<file path="config.mk">
export PLATFORM = sky130hd
export DESIGN_NAME = keccak_round_control
export DESIGN_NICKNAME = d
export VERILOG_FILES = /design/src/rtl/keccak_pkg.sv /design/src/rtl/keccak_wrap_counter.sv /design/src/rtl/keccak_round_control.sv
export SDC_FILE = /design/constraint.sdc
export NUM_CORES = 1
export LEC_CHECK = 0
export BUFFER_PORTS_ARGS = -buffer_cell sky130_fd_sc_hd__buf_4
export CAP_MARGIN = 20
export CORE_UTILIZATION = 49
export CTS_BUF_LIST = sky130_fd_sc_hd__clkbuf_8
export CTS_CLUSTER_SIZE = 28
export DETAILED_ROUTE_END_ITERATION = 10
export PLACE_DENSITY = 0.76
export SLEW_MARGIN = 20
export SYNTH_ARGS = -nofsm -noshare
export SYNTH_HDL_FRONTEND = slang
export SYNTH_SLANG_ARGS = --single-unit
</file>
<file path="constraint.sdc">
create_clock -name ClkxCI -period 2.7 [get_ports ClkxCI]
set_input_delay 0.54 -clock ClkxCI [delete_from_list [all_inputs] [get_ports ClkxCI]]
set_output_delay 0.54 -clock ClkxCI [all_outputs]
set_load 0.005 [all_outputs]
</file>
<file path="src/rtl/keccak_pkg.sv">
// Shared Keccak configuration helpers: round count, slice schedule, FSM encoding.
package keccak_pkg;

  localparam int unsigned ROUND_BITS = 5;
  localparam int unsigned MAX_ROUNDS = 24;

  // Sequencer state encoding
  typedef logic [1:0] state_t;
  localparam state_t ST_IDLE = 2'd0;
  localparam state_t ST_RUN  = 2'd1;
  localparam state_t ST_DONE = 2'd2;

  // Standard round count for lane width w: 12 + 2*log2(w)
  function automatic int unsigned nr_rounds(input int unsigned w);
    return 32'(12 + 2 * $clog2(w));
  endfunction

  // Last slice step that carries round-constant work
  function automatic int unsigned slice_end(input int unsigned w,
                                            input int unsigned sp,
                                            input int unsigned dom_pipeline,
                                            input int unsigned sbox_1cycle);
    int unsigned steps;
    steps = w / sp;
    if ((dom_pipeline == 0) && (sbox_1cycle == 0)) begin
      return 2 * steps - 1;
    end
    return steps - 1;
  endfunction

  // Last slice step of a round, including the DOM drain cycle when present
  function automatic int unsigned slice_last(input int unsigned w,
                                             input int unsigned sp,
                                             input int unsigned dom_pipeline,
                                             input int unsigned sbox_1cycle);
    return slice_end(w, sp, dom_pipeline, sbox_1cycle) + ((dom_pipeline != 0) ? 1 : 0);
  endfunction

endpackage

</file>
<file path="src/rtl/keccak_wrap_counter.sv">
// Wrapping up-counter 0..MAX with enable and synchronous clear.
module keccak_wrap_counter #(
  parameter int unsigned WIDTH = 5,
  parameter int unsigned MAX   = 16
) (
  input  logic             ClkxCI,
  input  logic             RstxRI,
  input  logic             EnxSI,
  input  logic             ClrxSI,
  output logic [WIDTH-1:0] CntxDO,
  output logic [WIDTH-1:0] CntNextxDO,
  output logic             WrapxSO
);

  // MAX must be representable in the counter
  if (MAX >= (64'd1 << WIDTH)) begin : g_bad_max
    $error("keccak_wrap_counter: MAX does not fit in WIDTH bits");
  end

  // Counter sits at its wrap point; enabling it now returns it to zero
  assign WrapxSO = (CntxDO == WIDTH'(MAX));

  // Next value: clear wins, explicit wrap at MAX, otherwise hold or increment
  always_comb begin
    CntNextxDO = CntxDO;
    if (ClrxSI) begin
      CntNextxDO = '0;
    end else if (EnxSI) begin
      CntNextxDO = WrapxSO ? '0 : CntxDO + WIDTH'(1);
    end
  end

  // Count register with synchronous reset
  always_ff @(posedge ClkxCI) begin
    if (RstxRI) begin
      CntxDO <= '0;
    end else begin
      CntxDO <= CntNextxDO;
    end
  end

endmodule

</file>
<file path="src/rtl/keccak_round_control.sv">
// Round/slice sequencer driving the round-constant generator and datapath.
module keccak_round_control
  import keccak_pkg::*;
#(
  parameter int unsigned W                = 16,
  parameter int unsigned COUNTER_BITWIDTH = 4,
  parameter int unsigned SLICES_PARALLEL  = 1,
  parameter int unsigned DOM_PIPELINE     = 1,
  parameter int unsigned SBOX_1CYCLE      = 0,
  parameter int unsigned NR_ROUNDS        = 20
) (
  input  logic                        ClkxCI,
  input  logic                        RstxRI,
  input  logic                        StartxSI,
  input  logic                        StallxSI,
  output logic                        BusyxSO,
  output logic                        DonexSO,
  output logic [ROUND_BITS-1:0]       RoundNrxDO,
  output logic [COUNTER_BITWIDTH:0]   SliceNrxDO,
  output logic [COUNTER_BITWIDTH:0]   NextSliceNrxDO,
  output logic                        ResetRCxSO,
  output logic                        EnableRCxSO,
  output logic                        LastSlicexSO,
  output logic                        LastRoundxSO
);

  localparam int unsigned CNT_W      = COUNTER_BITWIDTH + 1;
  localparam int unsigned SLICE_END  = slice_end(W, SLICES_PARALLEL, DOM_PIPELINE, SBOX_1CYCLE);
  localparam int unsigned SLICE_LAST = slice_last(W, SLICES_PARALLEL, DOM_PIPELINE, SBOX_1CYCLE);

  // Configuration sanity checks
  if (SLICES_PARALLEL == 0 || (W % SLICES_PARALLEL) != 0) begin : g_bad_sp
    $error("keccak_round_control: W must be divisible by SLICES_PARALLEL");
  end
  if (SLICE_LAST >= (64'd1 << CNT_W)) begin : g_bad_cnt
    $error("keccak_round_control: slice counter too narrow for SLICE_LAST");
  end
  if (NR_ROUNDS == 0 || NR_ROUNDS > MAX_ROUNDS) begin : g_bad_rounds
    $error("keccak_round_control: NR_ROUNDS out of range");
  end

  state_t state_q;
  state_t state_d;

  logic             slice_en;
  logic             round_en;
  logic             cnt_clr;
  logic             slice_wrap;
  logic             round_wrap;
  logic             final_step;
  logic [CNT_W-1:0] slice_next;
  logic [ROUND_BITS-1:0] round_next_unused;

  // Slice step counter, wraps after the drain/last slice of each round
  keccak_wrap_counter #(
    .WIDTH (CNT_W),
    .MAX   (SLICE_LAST)
  ) u_slice_cnt (
    .ClkxCI     (ClkxCI),
    .RstxRI     (RstxRI),
    .EnxSI      (slice_en),
    .ClrxSI     (cnt_clr),
    .CntxDO     (SliceNrxDO),
    .CntNextxDO (slice_next),
    .WrapxSO    (slice_wrap)
  );

  // Round counter, advanced on every slice wrap except the final one
  keccak_wrap_counter #(
    .WIDTH (ROUND_BITS),
    .MAX   (NR_ROUNDS - 1)
  ) u_round_cnt (
    .ClkxCI     (ClkxCI),
    .RstxRI     (RstxRI),
    .EnxSI      (round_en),
    .ClrxSI     (cnt_clr),
    .CntxDO     (RoundNrxDO),
    .CntNextxDO (round_next_unused),
    .WrapxSO    (round_wrap)
  );

  // Last slice of the last round: counters freeze here and the FSM finishes
  assign final_step   = slice_wrap && round_wrap;
  assign LastSlicexSO = slice_wrap;
  assign LastRoundxSO = round_wrap;

  // State register
  always_ff @(posedge ClkxCI) begin
    if (RstxRI) begin
      state_q <= ST_IDLE;
    end else begin
      state_q <= state_d;
    end
  end

  // Next-state logic; a stall holds RUN even on the final step
  always_comb begin
    state_d = state_q;
    case (state_q)
      ST_IDLE: if (StartxSI) state_d = ST_RUN;
      ST_RUN:  if (!StallxSI && final_step) state_d = ST_DONE;
      ST_DONE: state_d = ST_IDLE;
      default: state_d = ST_IDLE;
    endcase
  end

  // Output and counter-control decode
  always_comb begin
    BusyxSO        = 1'b0;
    DonexSO        = 1'b0;
    ResetRCxSO     = 1'b0;
    EnableRCxSO    = 1'b0;
    NextSliceNrxDO = '0;
    slice_en       = 1'b0;
    round_en       = 1'b0;
    cnt_clr        = 1'b0;
    case (state_q)
      ST_IDLE: begin
        ResetRCxSO = StartxSI;
        cnt_clr    = StartxSI;
      end
      ST_RUN: begin
        BusyxSO        = 1'b1;
        EnableRCxSO    = (SliceNrxDO <= CNT_W'(SLICE_END));
        slice_en       = !StallxSI && !final_step;
        round_en       = !StallxSI && slice_wrap && !round_wrap;
        NextSliceNrxDO = slice_next;
      end
      ST_DONE: begin
        BusyxSO        = 1'b1;
        DonexSO        = 1'b1;
        NextSliceNrxDO = slice_next;
      end
      default: ;
    endcase
  end

endmodule

</file>
==> summary.txt <==
STA
  • Unrepaired setup endpoints after global routing: no
  • Final hold viol count: 0
  • Sum Neg Setup Slack: 0 ps
  • Slew Limit Fails: 0
  • Tcrit/Tclk final: 0.8625
  • Final min period: 2329 ps
  • Fmax: 429.4 MHz
  • Tightest Pin Transition: 403.7 ps
  • Slew margin rel.: 0.7309
  • Fin Clk Skew: 5.355 ps
  • Setup violators final: 0

Critical path
  • Critical Path RT: 2160 ps
  • Worst Path Buf+Inv: 1
  • Most common cell on crit path: ha_1
  • CP Capture Type: output port
  • Critical Path, Cell by Cell: ha_1, and3_1, ha_1, nor3_1, a21oi_1, nor2_1, buf_4
  • CP Launch Type: flip-flop
  • CP top delay family: adder cells
  • Max incr delay on CP: 380 ps
  • Class of the most critical setup path: reg -> out
  • Critical path's slowest cell: dfxtp_1
  • Worst Path Max Fanout: 7
  • WP data arrival: 1790 ps

Yosys
  • Mapped Area: 762.0 um^2
  • Post-Synthesis Cells: 88
  • Total of warnings raised by yosys: 0
  • Most used DFF post-synth: dfxtp_1
  • Post-synth EDFFs: 0
  • Syn Area/Cell: 8.659 um^2
  • Ys async rst share: 0
  • Syn_nets: 101
  • Seq/Total Area, Yosys: 0.3153
  • #FFs+latches synth: 12
  • Netlist cell types: 29

Final layout
  • Number of fill cells in the layout: 117
  • Area grow syn2layout: 32.84%
  • Most frequent cells in the layout: buf_4 (24), nor2_1 (16), dfxtp_1 (12), ha_1 (9), inv_1 (8)
  • Share of cells above drive strength 1: 0.2783
  • Fin util: 0.7408
  • ANT cells: 0
  • Most common cell after layout, fill and taps aside: buf_4
  • Fin nets: 129
  • FF/Latch Area: 240.2 um^2
  • Multi-input gate area: 484.2 um^2

Drt
  • Via count: 678
  • DR vias/cell: 5.215
  • DRC Markers: 0
  • Routed Antenna Nets: 0
  • Routed WL: 1585 um
  • Initial DRC Count: 9
  • First drt pass iteration count: 4
  • Routed length per instance: 12.19 um

Floorplanning
  • Die ar.: 0.001717 mm^2
  • IO Count: 25
  • Die width: 41.44 um
  • Starting Density: 0.5577
  • Core Area: 0.001366 mm^2
  • Die Ht: 41.44 um
  • Row count: 13

Power and ir drop
  • Internal power: 0.4171 mW
  • Sequential power share: 0.332
  • Clock network power share: 0.312
  • Power per standard cell area: 612.4 mW/mm^2
  • Switching part of the total: 0.3271
  • Max VDD drop: 489.2 uV
  • LEAKAGE: 0.4652 nW
  • Net switching power: 0.2028 mW
  • Logic gate share of total power: 0.356

CTS
  • Clock sink count: 12
  • Cts hold-fix bufs: 0
  • CTS root buffer: clkbuf_8
  • Post-CTS Setup Repair Bufs: 0
  • Post-CTS Resized: 0
  • Num CTS Buffers: 3
  • Max Buffers Root-to-Sink: 2
  • CTS tree: built
  • Worst-skew pair later-pin latency: 240 ps
  • H-tree levels: 1
  • Clock transition at path regs: 60 ps

Global routing
  • Initial antenna violation count: 0
  • GRT Total Usage: 0.1955
  • First-pass GRT wire length: 2635 um
  • Global route total overflow: 0
  • Vias in the first global route: 603
  • Largest net degree at the start of global routing: 11

Run
  • Maxcap violations: 0

Placed design
  • Port buffer count: 24
  • Gpl congestion: 0.7728
  • Final HPWL from detailed placement: 1206 um

Min path
  • Hold Crit Class: reg -> reg

Run status
  • Status: completed
## synth_stat cells, types with 2 or more instances
master / number / area, um^2
nor2_1: 16 / 60.06
dfxtp_1: 12 / 240.2
ha_1: 9 / 112.6
inv_1: 8 / 30.03
nand2b_1: 6 / 37.54
mux2i_1: 4 / 40.04
a21oi_1: 3 / 15.01
nand2_1: 3 / 11.26
nor3_1: 3 / 15.01
nand3_1: 2 / 10.01
nand4_1: 2 / 12.51
xnor2_1: 2 / 17.52
xor2_1: 2 / 17.52
## final cells by class
type,count,share of cell area
multi-input combinational,66,0.4784
inverter,9,0.03337
timing repair buffer,24,0.1780
sequential,12,0.2373
clock buffer,4,0.05439
tap,15,0.01854
## registers in the layout, summed over array words and instances (netlist names)
| register | count |
|---|---|
| state_q | 2 |
| u_slice_cnt.CntxDO | 5 |
| u_round_cnt.CntxDO | 5 |
## cell families after synthesis
family	after synthesis	share of synthesized area
flip-flops	12	0.3153
AND/OR/NAND/NOR	40	0.3137
AO/OA/AOI/OAI	9	0.07553
multiplexers	4	0.05255
XOR/XNOR	4	0.04599
buffers and inverters	10	0.04925
adder cells (fa/ha/maj)	9	0.1478
## routing by layer
layer | wire (um) | track usage
met4 | 17 | 0.07742
met1 | 726 | 0.2486
met3 | 50 | 0.03913
met5 | 0 | 0
met2 | 791 | 0.3219
## through the flow
stage               worst slack, ps  instances  hold slack [ps]  total power [mW]  area, um^2
floorplan                     815.0         88            468.0            0.3500       762.0
detailed placement            621.0        126            487.9            0.4295       957.2
global route                  254.9        130            550.6            0.6641        1012
global placement              618.0        126            484.4            0.4254       957.2
CTS                           369.5        130            500.4            0.6271        1012
finish                        371.2        130            494.9            0.6199        1012
## power groups by stage
stage | Clock, mW | Sequential, mW | Combinational [mW]
finish | 0.194 | 0.206 | 0.220
global route | 0.205 | 0.210 | 0.250
CTS | 0.199 | 0.206 | 0.223
detailed placement | 0 | 0.210 | 0.220
global placement | 0 | 0.208 | 0.217
floorplan | 0 | 0.206 | 0.144
## worst register-to-register path, cell delays in order (launching register included)
cell      delay [ps]
dfxtp_1          320
inv_1            120
ha_1             270
nand2b_1         190
nor3_4           240
mux2i_1          210
nor2_1            50
## path summary, 6_finish.rpt
path                                       startpoint                     to  slack (ps)  cells after the start
worst max register to register             state_q[1]  u_round_cnt.CntxDO[1]        1180                      6
worst min register to register             state_q[1]             state_q[1]         490                      2
worst max-delay path            u_slice_cnt.CntxDO[0]      NextSliceNrxDO[4]         370                      7
worst min-delay path                       state_q[1]             state_q[1]         490                      2
No activity file was read; power rests on OpenSTA's default activity.
